$ cat src/rtl/tlc_pkg.sv
// rtl/tlc_pkg.sv - shared request-state encodings and grant counter width for the traffic controller
package tlc_pkg;

  // Farm-road request states; the encoding is visible on the debug header
  typedef enum logic [1:0] {
    IDLE    = 2'b00,
    QUALIFY = 2'b01,
    PENDING = 2'b10,
    SERVICE = 2'b11
  } req_state_t;

  localparam int GRANT_W = 8;
  localparam logic [GRANT_W-1:0] GRANT_MAX = '1;

endpackage

$ cat src/rtl/farm_sensor_conditioner_sync.sv
// rtl/farm_sensor_conditioner_sync.sv - two-flop synchronizer for a single asynchronous input
module farm_sensor_conditioner_sync (
  input  logic Clk,
  input  logic Rst,
  input  logic d,
  output logic q
);

  logic meta;

  // Two back-to-back flops give the first stage a full cycle to resolve
  always_ff @(posedge Clk or negedge Rst) begin
    if (!Rst) begin
      meta <= 1'b0;
      q    <= 1'b0;
    end else begin
      meta <= d;
      q    <= meta;
    end
  end

endmodule

$ cat src/rtl/farm_sensor_conditioner.sv
// rtl/farm_sensor_conditioner.sv - debounced farm-road vehicle request with grant counting (optional FARM_SENSOR_STICKY_EN)
import tlc_pkg::*;

module farm_sensor_conditioner #(
  parameter int DEBOUNCE_CYCLES = 5000000
) (
  input  logic               Clk,
  input  logic               Rst,
  input  logic               sensorRaw,
  input  logic               farmGreen,
  output logic               farmRequest,
  output logic [1:0]         reqState,
  output logic [GRANT_W-1:0] grantCount
);

  localparam int CW = $clog2(DEBOUNCE_CYCLES + 1);
  localparam logic [CW-1:0] TERM    = CW'(DEBOUNCE_CYCLES - 1);
  localparam logic [CW-1:0] CNT_MAX = CW'(DEBOUNCE_CYCLES);

  logic          sensorSync;
  req_state_t    state;
  req_state_t    nextState;
  logic [CW-1:0] counter;

  farm_sensor_conditioner_sync u_sync (
    .Clk (Clk),
    .Rst (Rst),
    .d   (sensorRaw),
    .q   (sensorSync)
  );

  // State register
  always_ff @(posedge Clk or negedge Rst) begin
    if (!Rst) begin
      state <= IDLE;
    end else begin
      state <= nextState;
    end
  end

  // Next-state: a sensor drop beats terminal count, a green beats a sensor drop
  always_comb begin
    nextState = state;
    case (state)
      IDLE: begin
        if (sensorSync) nextState = QUALIFY;
      end
      QUALIFY: begin
        if (!sensorSync)          nextState = IDLE;
        else if (counter == TERM) nextState = PENDING;
      end
      PENDING: begin
        if (farmGreen) nextState = SERVICE;
`ifdef FARM_SENSOR_STICKY_EN
        // Request is latched until served
`else
        else if (!sensorSync) nextState = IDLE;
`endif
      end
      SERVICE: begin
        if (!farmGreen) nextState = IDLE;
      end
      default: nextState = IDLE;
    endcase
  end

  // Debounce counter: cleared on entry to qualification, held at its ceiling
  always_ff @(posedge Clk or negedge Rst) begin
    if (!Rst) begin
      counter <= '0;
    end else if (state == IDLE && sensorSync) begin
      counter <= '0;
    end else if (state == QUALIFY && sensorSync && counter != CNT_MAX) begin
      counter <= counter + CW'(1);
    end
  end

  // Saturating count of PENDING->SERVICE grants
  always_ff @(posedge Clk or negedge Rst) begin
    if (!Rst) begin
      grantCount <= '0;
    end else if (state == PENDING && farmGreen && grantCount != GRANT_MAX) begin
      grantCount <= grantCount + GRANT_W'(1);
    end
  end

  // Outputs decode the state register only; QUALIFY->PENDING passes through no PENDING-like code
  always_comb begin
    reqState    = state;
    farmRequest = (state == PENDING);
  end

endmodule
$ cat config.mk
export PLATFORM = sky130hd
export DESIGN_NAME = farm_sensor_conditioner
export DESIGN_NICKNAME = d
export VERILOG_FILES = /design/src/rtl/tlc_pkg.sv /design/src/rtl/farm_sensor_conditioner_sync.sv /design/src/rtl/farm_sensor_conditioner.sv
export SDC_FILE = /design/constraint.sdc
export NUM_CORES = 1
export LEC_CHECK = 0
export CAP_MARGIN = 25
export CORE_ASPECT_RATIO = 0.9
export CORE_MARGIN = 8
export CORE_UTILIZATION = 50
export DETAILED_ROUTE_END_ITERATION = 8
export PLACE_DENSITY = 0.78
export SLEW_MARGIN = 20
export SYNTH_ARGS = -nofsm -noshare
export SYNTH_HDL_FRONTEND = slang
export SYNTH_SLANG_ARGS = --single-unit
export TNS_END_PERCENT = 20
$ cat constraint.sdc
create_clock -name Clk -period 2.54 [get_ports Clk]
set_input_delay 0.381 -clock Clk [delete_from_list [all_inputs] [get_ports Clk]]
set_output_delay 0.381 -clock Clk [all_outputs]
set_load 0.01 [all_outputs]
== After elaboration in Yosys (flattened, before gate mapping) ==
Cells that the tools add are included.

* Bits in registers: 35
* Input port bits: 4
* Output and inout bits: 11
* Word-level logic and storage cells: 34

* Add/subtract/negate cells: 2
* Eq/ne operators: 10
* Muxes and demuxes: 9
* Reduce and logical (&&, ||, !) cells: 8

{| class="wikitable"
|+ Operator list
! kind !! number
|-
| $mux 23 || 2
|-
| $add 23x1->23 const B || 1
|-
| $eq 23x23->1 const B || 1
|-
| $ne 23x23->1 const B || 1
|-
| $mux 2 || 6
|-
| $add 8x1->8 const B || 1
|-
| $ne 8x8->1 const B || 1
|-
| $pmux 2 s4 || 1
|-
| $ne 3x3->1 const B || 2
|-
| $logic_and 1x1->1 || 5
|-
| $eq 2x2->1 const B || 2
|-
| $reduce_and 4->1 || 1
|-
| $eq 2x1->1 const B || 1
|-
| $logic_not 2->1 || 1
|-
| $ne 2x1->1 const B || 1
|-
| $ne 2x2->1 const B || 1
|-
| $reduce_bool 2->1 || 1
|}

== Logic depth before layout (Yosys ltp) ==
* Depth in word-level cells: 5
* Gate-level depth with buffers: 6
* Gate-level depth less buffers: 6

== Modules after synthesis ==
From an unflattened synthesis, not the netlist that was laid out.

* Cell total of the unflattened synthesis: 194
* Area, all modules: 1890.6 um^2

{| class="wikitable"
|+ Modules (own cells, without submodules)
! module !! times used !! cells an instance !! area each (um^2) !! seq. area each (um^2)
|-
| farm_sensor_conditioner || 1 || 192 || 1840.5 || 825.8
|-
| farm_sensor_conditioner_sync || 1 || 2 || 50.0 || 50.0
|}

== Worst setup path before layout ==
Ideal clock, no wire load.

* Path type: register -> register
* Start: register counter[0]
* End: register counter[16]
* Library setup time: 0.078 ns
* Arrival: 1.821 ns
* Required time: 2.462 ns
* Setup slack: 0.641 ns
* Stages on the path, launching flop included: 6
* Path buffers: 0
* Period minus slack after synthesis: 1.899 ns
* Cells stage by stage: dfrtp_1 > ha_1 > nand2_4 > or4_4 > or4_1 > a21oi_1

* Cells in the longest elaborated chain, start to end: 3
* Elaborated cells on any way between the ends: 6
* Those cells by class: add/sub (1); eq/ne (1); mux (2); reduce/logical (2)

{| class="wikitable"
|+ RTL lines
! element !! RTL line !! RTL
|-
| start: declaration || farm_sensor_conditioner.sv:23 || <nowiki>logic [CW-1:0] counter;</nowiki>
|-
| start signal: assignment || farm_sensor_conditioner.sv:74 || <nowiki>counter <= counter + CW'(1);</nowiki>
|-
| $add 23x1->23 or $ne 23x23->1 (tied branches) || farm_sensor_conditioner.sv:74, farm_sensor_conditioner.sv:73 ||
|-
| $mux 23 or $logic_and 1x1->1 (tied branches) || farm_sensor_conditioner.sv:73 || <nowiki>end else if (state == QUALIFY && sensorSync && counter != CNT_MAX) begin</nowiki>
|-
| $mux 23 or $reduce_bool 2->1 (tied branches) || n/a ||
|}

Several ways; a longest one is shown, not always the timed one. The select of a mux whose other input is x is not followed.
A chain may end at the register's enable or synchronous reset.

== Worst setup path in the final report ==
Ends and elaborated chain as after synthesis.

==> flow_metrics.tcl <==
set metrics [dict create \
    start_util_pct 52.66 \
    cts_tree "done" \
    cts.hold.buffers_added 0 \
    post-route-period-util_pct 81.74 \
    synth_warnings 0 \
    ys_seq_elements 35 \
    worst_pin_slew_ns 0.5884 \
    dp_hpwl_um 2692 \
    finish.utilization_pct 60.44 \
    root_buffer "clkbuf_8" \
    numPortBuffers 14 \
    worstPathArrival_ns 2.30 \
    dr_total_vias 1463 \
    postCtsSetupBuffers 0 \
    multi_input_area_um2 870.8 \
    slowest_delay_ns 0.56 \
    die_w_um 79.34 \
    syn_to_final_growth_pct 14.76 \
    slew_violations 0 \
    seq_area_frac_synth_pct 48.51 \
    syn-cell-area_mm2 0.001805 \
    antenna_cells 0 \
    cts.clk_slew.worst_paths_ns 0.07 \
    crit_type "flip-flop to flip-flop" \
    fin_tns_setup_ns 0 \
    rows 20 \
    vdd_drop_max_mv 0.4023 \
    syn_inst 182 \
    seq_area_um2 875.8 \
    clock_latency_ns 0.29 \
    core_area_mm2 0.003428 \
    fmax_mhz 481.6 \
    hold_class "flip-flop to flip-flop" \
    cp_slowest_cell "or4_4" \
    totalWireLength_um 3815 \
    finalSetupViolCount 0 \
    crit_family "simple AND/OR/NAND/NOR gates" \
    min_period_ns 2.076 \
    htreeDepth 2 \
    outcome "completed" \
    slew_headroom_pct 60.71 \
    drc_errors 0 \
    synth_enable_flop_cells 0 \
    rsz0062_at_grt "no" \
    cts_resized 0 \
    cts_num_sinks 35 \
    grt_pass1_wl_um 6596 \
    wl_per_cell_um 15.51 \
    die_area_mm2 0.005792 \
    grt_usage_pct 14.60 \
    worstPathMaxFanout 13 \
    cp-start-kind "flip-flop" \
    grt_pass1_vias 1397 \
    fin_nets 208 \
    skew_ns 0.008423 \
    drtIter0Drc 115 \
    antenna_found_initial 0 \
    p_total_uw 1096 \
    p_per_area_mw_per_mm2 529.1 \
    gp_congestion 0.8168 \
    avgSynthCellArea_um2 9.920 \
    layout_commonest_cell "dfrtp_1" \
    vias_per_cell 5.947 \
    most-common-layout-cells "dfrtp_1 (35), a21oi_1 (14), nand2_1 (14), clkdlybuf4s50_1 (14), inv_1 (9)" \
    crit_buf_inv 0 \
    grt_overflow_total 0 \
    fillCellCount 291 \
    io_pins 15 \
    async_reset_ff_share_pct 100.0 \
    drive_gt1_share_pct 8.911 \
    synth_cell_type_count 43 \
    cp_cell_sequence "ha_1 -> nand2_4 -> or4_4 -> or4_1 -> a21oi_1" \
    synth_nets 189 \
    ant_nets 0 \
    cts_buffer_depth 2 \
    die_h_um 73.01 \
    dr.pass1.iters 5 \
    hold_violations 0 \
    synthFlopType "dfrtp_1" \
    grt_max_degree 36 \
    max_cap_violations 0 \
    cts_buffers 5 \
    end_kind "flip-flop" \
    critPathRequiredTime_ns 2.76 \
    power_leakage_uw 0.0008667 \
]
==> metrics by stage <==
step | instances | hold slack (ns) | setup WS [ns] | cell area [µm²]
after CTS | 246 | 0.3579 | 0.4532 | 2072
final | 246 | 0.3541 | 0.4637 | 2072
after global routing | 246 | 0.3601 | 0.3065 | 2072
after detailed placement | 238 | 0.3418 | 0.4839 | 1991
after global placement | 238 | 0.3346 | 0.5333 | 1991
after floorplan | 182 | 0.08541 | 0.6407 | 1805
==> layout make-up <==
cell class | count | area share, %
timing repair buffer | 16 | 7.488
clock buffer | 7 | 3.684
tap | 44 | 2.657
clock inverter | 1 | 0.2415
sequential | 35 | 42.27
inverter | 9 | 1.630
multi-input combinational | 134 | 42.03
==> sequential cells by signal, summed over array words and instances (netlist names) <==
| name | flops |
|---|---|
| u_sync.meta | 1 |
| grantCount | 8 |
| u_sync.q | 1 |
| reqState | 2 |
| counter | 23 |
==> logic make-up (layout without fill, tap and decap cells) <==
kind of cell | Yosys count | after routing | share of synthesized area (%)
fa+ha+maj | 3 | 3 | 2.079
xor+xnor | 9 | 9 | 4.366
flops | 35 | 35 | 48.51
mux | 3 | 3 | 1.733
compound gates | 43 | 43 | 14.97
simple gates | 76 | 76 | 25.09
buf+inv | 13 | 33 | 3.257
==> synth_stat cells, types with 2 or more instances <==
cell / number / area (µm²)
or4_1: 4 / 30.03
xor2_1: 4 / 35.03
a22o_1: 2 / 17.52
nor2_1: 7 / 26.28
o21ai_1: 5 / 25.02
a21oi_1: 14 / 70.07
nand2b_1: 3 / 18.77
or4_4: 2 / 22.52
nand4_1: 5 / 31.28
dfrtp_1: 35 / 875.8
o21ai_0: 8 / 40.04
nand3_1: 8 / 40.04
nor3_1: 7 / 35.03
inv_1: 9 / 33.78
and3_1: 4 / 25.02
nor2b_1: 3 / 18.77
or3_1: 7 / 43.79
nor4_1: 4 / 25.02
buf_2: 2 / 10.01
xnor2_1: 5 / 43.79
ha_1: 3 / 37.54
mux2i_1: 2 / 20.02
o31ai_1: 5 / 37.54
a31o_2: 2 / 17.52
nand2_1: 14 / 52.55
==> worst paths after layout <==
check,slack [ns],end,from,depth (start not counted)
setup reg to reg,0.46,counter[16]$_DFFE_PN0P_,counter[0]$_DFFE_PN0P_,5
hold / removal,0.35,u_sync.q$_DFF_PN0_,u_sync.meta$_DFF_PN0_,0
hold reg to reg,0.35,u_sync.q$_DFF_PN0_,u_sync.meta$_DFF_PN0_,0
setup / recovery,0.46,counter[16]$_DFFE_PN0P_,counter[0]$_DFFE_PN0P_,5
max in group asynchronous,1.73,counter[10]$_DFFE_PN0P_,Rst,2
min in group asynchronous,0.49,counter[2]$_DFFE_PN0P_,Rst,2
==> power by group <==
group | internal (µW) | switching [µW] | total [µW]
clock network | 192 | 194 | 386
logic | 53.4 | 54.2 | 108
registers | 577 | 25.5 | 603
==> metal layers <==
metal,track usage (%),wire length (µm),part of all wire (%)
met2,22.88,1778,47
met1,16.92,1720,45
met4,8.214,83,2.2
met5,0,0,0
met3,5.172,232,6.1
No activity file was read; power rests on OpenSTA's default activity.
==> RTL edit 1 (config.mk and constraints unchanged) <==
`DEBOUNCE_CYCLES`: 5000000 -> 10000000.
--- a/src/rtl/farm_sensor_conditioner.sv
+++ b/src/rtl/farm_sensor_conditioner.sv
@@ -3,5 +3,5 @@
 
 module farm_sensor_conditioner #(
-  parameter int DEBOUNCE_CYCLES = 5000000
+  parameter int DEBOUNCE_CYCLES = 10000000
 ) (
   input  logic               Clk,
Function: same outputs for any inputs over 10 cycles, from zero or initial values and one cycle with Rst low; that may be too few to reach the edited logic, so the function may still have changed.
==> RTL edit 1 against the unedited design <==
Utilization fell by 3.6 points; setup slack got worse by 82 ps; design area grew 10%; routed wire length grew 11%; fmax fell by 3.8%; sequential cell count rose by 1; total power increased by 0.26%; area after synthesis up 14%; non-clock buffer count is 1 higher.
==> RTL edit 1: results (changes against the unedited design) <==
| Metric | Value |
|---|---|
| Placer Congestion | 0.879 (was 0.817) |
| Highest routed layer | met4 (unchanged) |
| WL/cell | 15.2 microns (was 15.5 microns) |
| Peak supply drop | 0.374 mV (was 0.402 mV) |
| Cells on worst reg2reg path | 4 (was 5) |
| Status | completed (unchanged) |
| DRT Pass-1 Iters | 4 (was 5) |
| Detailed Place HPWL | 3.02 mm (was 2.69 mm) |
| Largest Register | counter (unchanged) |
| Wl on met1 | 2.06 mm (was 1.72 mm) |
| Root Driver | clkbuf_8 (unchanged) |
| Post-synth top cells | dfrtp_1 (36), nand2_1 (20), nor2_1 (16), a21oi_1 (14), inv_1 (10) (was dfrtp_1 (35), a21oi_1 (14), nand2_1 (14), inv_1 (9)) |
| ANT cells | 0 (unchanged) |
| Layout fillers | 359 (was 291) |
| Met2 WL | 1.88 mm (was 1.78 mm) |
| Pre-CTS WS | 405 ps (was 484 ps) |
| Seq/Total Area, Yosys | 0.438 (was 0.485) |
| First-pass GRT wire length | 7.48 mm (was 6.60 mm) |
| Post-DP Area | 2200 sq um (was 1990 sq um) |
| Post-CTS setup buffer count | 0 (unchanged) |
| Post-cts gate resize count | 0 (unchanged) |
| Clk pin slew, worst setup/hold paths | 80 ps |
| Number of global-route vias before repair | 1,618 (was 1,397) |
| Routed Antenna Nets | 0 (unchanged) |
| DRT iter0 DRCs | 100 (was 115) |
| Worst rel slew slack | 0.470 (was 0.607) |
| Maximum number of pins on one net before global-route repair | 37 (was 36) |
| Max FFs per register | 24 (was 23) |
| Worst-path fanout max | 9 (was 13) |
| CTS max path bufs | 2 (unchanged) |
| Total Routing Usage GR | 0.137 (was 0.146) |
| TritonCTS buffer count | 5 (unchanged) |
| Synth top area cells | dfrtp_1 (44%), nand2_1 (3.6%), a21oi_1 (3.4%) (was dfrtp_1 (49%), a21oi_1 (3.9%), nand2_1 (2.9%)) |
| IO buf count | 14 (unchanged) |
| Cell variety after synth | 52 (was 43) |
| Share of layout cells above drive strength 1 | 0.104 (was 0.0891) |
| Leak Pwr | 0.935 nW (was 0.867 nW) |
| Final Skew | 11.3 ps (was 8.42 ps) |
| Nets@finish | 237 (was 208) |
| Synth warnings | 0 (unchanged) |
| Async S/R FF share, synth | 1.00 (unchanged) |
| Initial antenna violation count | 0 (unchanged) |
| Worst hold path type | primary input to asynchronous set/reset pin (was flop to flop) |
| Vias per cell | 5.97 (was 5.95) |
| Psw | 283 uW (was 274 uW) |
| Worst skew pair latency | 290 ps (about the same) |
| Met3 wire len | 276 microns (was 232 microns) |
| Post-Synthesis Net Count | 225 (was 189) |
RTL edit 1: cell types whose count changed in the layout (fill, tap and decap cells not counted), moves of 5 or more:
cell,unedited run,this run
nand2_1,14,20
nor2_1,7,16
o21ai_1,5,0
or3_1,7,1
RTL edit 1: power by group through the flow:
stage | Combinational [mW] | Clock, mW | Sequential [mW]
2_1_floorplan | 0.0521 | 0 | 0.616
3_3_place_gp | 0.0879 | 0 | 0.619
3_5_place_dp | 0.0910 | 0 | 0.620
4_1_cts | 0.0919 | 0.411 | 0.609
5_1_grt | 0.103 | 0.436 | 0.611
6_report | 0.0898 | 0.401 | 0.608
RTL edit 1: per-stage QoR:
| step | total power, mW | cells |
|---|---|---|
| after floorplan | 0.669 | 218 |
| after global placement | 0.707 | 271 |
| after detailed placement | 0.711 | 271 |
| after CTS | 1.11 | 279 |
| after global routing | 1.15 | 279 |
| final | 1.10 | 279 |
RTL edit 1: cell type report:
cell class | count | area, sq um | area share
Multi-Input combinational cell | 160 | 1040 | 0.456
Sequential cell | 36 | 901 | 0.394
Timing Repair Buffer | 17 | 158 | 0.0690
Clock buffer | 5 | 68.8 | 0.0301
Tap cell | 48 | 60.1 | 0.0263
Inverter | 10 | 37.5 | 0.0164
Clock inverter | 3 | 18.8 | 0.00821
RTL edit 1: cell families (layout without fill, tap and decap cells):
group           count (synthesis)  count (layout)  synth area share
flops                          36              36             0.438
buf+inv                        22              35            0.0560
mux                             6               6            0.0298
fa+ha+maj                       3               3            0.0183
xor+xnor                        8               8            0.0341
compound gates                 49              49             0.156
simple gates                   94              94             0.268
RTL edit 1: worst paths after layout:
check	startpoint	slack [ps]	end
worst min-delay path	Rst	170	u_sync.meta$_DFF_PN0_
worst max-delay path	counter[3]$_DFFE_PN0P_	380	counter[21]$_DFFE_PN0P_
max in group asynchronous	Rst	1860	counter[22]$_DFFE_PN0P_
min in group Clk	u_sync.meta$_DFF_PN0_	350	u_sync.q$_DFF_PN0_
worst min register to register	u_sync.meta$_DFF_PN0_	350	u_sync.q$_DFF_PN0_
worst max register to register	counter[3]$_DFFE_PN0P_	380	counter[21]$_DFFE_PN0P_
RTL edit 1: worst max-delay path, cell delays in order, from the launching register on:
cell     delay, ps
dfrtp_1        510
nand4_4        200
or4_1          680
or4_1          520
a21oi_1        170
RTL edit 1: routing by layer:
layer  vias to the layer above  global-route usage
met5                         -                   0
met3                         3              0.0380
li1                        836                   -
met1                       784               0.187
met2                        43               0.207
met4                         0              0.0362
==> RTL edit 2 (same settings) <==
Made on the original files. Register the input `sensorRaw` before use, without a reset. The logic sees it one clock later. The other inputs are not delayed to match.
--- a/src/rtl/farm_sensor_conditioner.sv
+++ b/src/rtl/farm_sensor_conditioner.sv
@@ -18,4 +18,10 @@
   localparam logic [CW-1:0] CNT_MAX = CW'(DEBOUNCE_CYCLES);
 
+  logic sensorRaw_q;
+
+  always_ff @(posedge Clk) begin
+    sensorRaw_q <= sensorRaw;
+  end
+
   logic          sensorSync;
   req_state_t    state;
@@ -26,5 +32,5 @@
     .Clk (Clk),
     .Rst (Rst),
-    .d   (sensorRaw),
+    .d   (sensorRaw_q),
     .q   (sensorSync)
   );
Formal check against the unedited RTL: not equivalent (a bounded check fails within 4 cycles, from zero or initial values and one cycle with Rst low).
==> RTL edit 2 against the unedited design <==
Routed wire length rose by 9.7%; fmax fell by 4.5%; via count grew 16%; area after synthesis up 8.0%; clock power is 11% higher; non-clock buffer count increased by 2; synthesized cell count up 18%; design area rose by 6.9%; hold slack worse by 25 ps; utilization down 1.1 points; setup slack lost 99 ps; sequential cell count up 1; total power increased by 0.62%; critical endpoint is now counter[21]$_DFFE_PN0P_.
==> RTL edit 2: results (changes against the unedited design) <==
| Metric | Value |
|---|---|
| Placer Congestion | 0.859 (was 0.817) |
| Nets@finish | 234 (was 208) |
| Layout fillers | 331 (was 291) |
| Worst slew pin tran | 595 ps (was 588 ps) |
| Cells on worst reg2reg path | 4 (was 5) |
| First-pass GRT wire length | 7.39 mm (was 6.60 mm) |
| Status | completed (unchanged) |
| WL/cell | 15.3 microns (was 15.5 microns) |
| Seq/Total Area, Yosys | 0.459 (was 0.485) |
| Met2 Use GR | 0.215 (was 0.229) |
| Global routing usage on met3 | 0.0406 (was 0.0517) |
| Final Hold Slack | 329 ps (was 354 ps) |
| Share of layout cells above drive strength 1 | 0.0570 (was 0.0891) |
| DRT Pass-1 Iters | 4 (was 5) |
| M1 GR Usage | 0.218 (was 0.169) |
| Post-Synthesis Net Count | 221 (was 189) |
| Post-synth top cells | dfrtp_1 (35), nand2_1 (26), o21ai_0 (18), nand3_1 (14), nor2_1 (13) (was dfrtp_1 (35), a21oi_1 (14), nand2_1 (14), inv_1 (9)) |
| Peak supply drop | 0.449 mV (was 0.402 mV) |
| Detailed Place HPWL | 2.85 mm (was 2.69 mm) |
| Crit-path slowest cell | or4_1 (was or4_4) |
| Number of global-route vias before repair | 1,584 (was 1,397) |
| Leak Pwr | 0.903 nW (was 0.867 nW) |
| FF-to-FF setup slack | 370 ps (was 460 ps) |
| DRT iter0 DRCs | 180 (was 115) |
| Arrival time at the worst endpoint | 2380 ps (was 2300 ps) |
| CP max stage delay | 750 ps (was 560 ps) |
| Maximum number of pins on one net before global-route repair | 36 (unchanged) |
RTL edit 2: power breakdown:
group          total (mW)  internal (mW)  leakage [nW]  switching, mW
sequential          0.600          0.585         0.488         0.0148
clock               0.428          0.221        0.0445          0.207
combinational      0.0754         0.0279         0.371         0.0474
total                1.10          0.834         0.903          0.270
RTL edit 2: routing by layer:
metal | part of all wire | up-vias
met5 | 0 | -
li1 | - | 818
met2 | 0.44 | 65
met1 | 0.49 | 804
met4 | 0.0065 | 0
met3 | 0.066 | 4
RTL edit 2: final cells by class:
type                       count  area [sq um]  area share
clock buffer                   7          86.3      0.0390
clock inverter                 1          7.51     0.00339
inverter                       5          18.8     0.00847
multi-input combinational    161           978       0.442
sequential                    36           896       0.405
tap                           46          57.6      0.0260
timing repair buffer          18           170      0.0768
RTL edit 2: final timing paths:
path,start,end
hold reg to reg,sensorRaw_q$_DFF_P_,u_sync.meta$_DFF_PN0_
hold / removal,sensorRaw_q$_DFF_P_,u_sync.meta$_DFF_PN0_
setup / recovery,counter[3]$_DFFE_PN0P_,counter[21]$_DFFE_PN0P_
min in group asynchronous,Rst,grantCount[7]$_DFFE_PN0P_
max in group asynchronous,Rst,counter[20]$_DFFE_PN0P_
setup reg to reg,counter[3]$_DFFE_PN0P_,counter[21]$_DFFE_PN0P_
RTL edit 2: cells by family (layout without fill, tap and decap cells):
| kind of cell | count (synthesis) | count (layout) | share of synthesized area |
|---|---|---|---|
| AOI/OAI and AO/OA | 47 | 47 | 0.151 |
| xor gates and xnor gates | 7 | 7 | 0.0314 |
| adders and majority gates | 3 | 3 | 0.0192 |
| buffers and inverters | 17 | 31 | 0.0391 |
| DFF | 36 | 36 | 0.459 |
| muxes | 5 | 5 | 0.0257 |
| and+or+nand+nor | 99 | 99 | 0.275 |
RTL edit 2: through the flow:
stage | cell area, sq um | worst slack [ps] | std cells | util
2_1_floorplan | 1950 | 471 | 214 | -
3_3_place_gp | 2120 | 472 | 266 | 0.568
3_5_place_dp | 2120 | 396 | 266 | 0.568
4_1_cts | 2210 | 371 | 274 | 0.594
5_1_grt | 2210 | 215 | 274 | 0.594
6_report | 2210 | 365 | 274 | 0.594
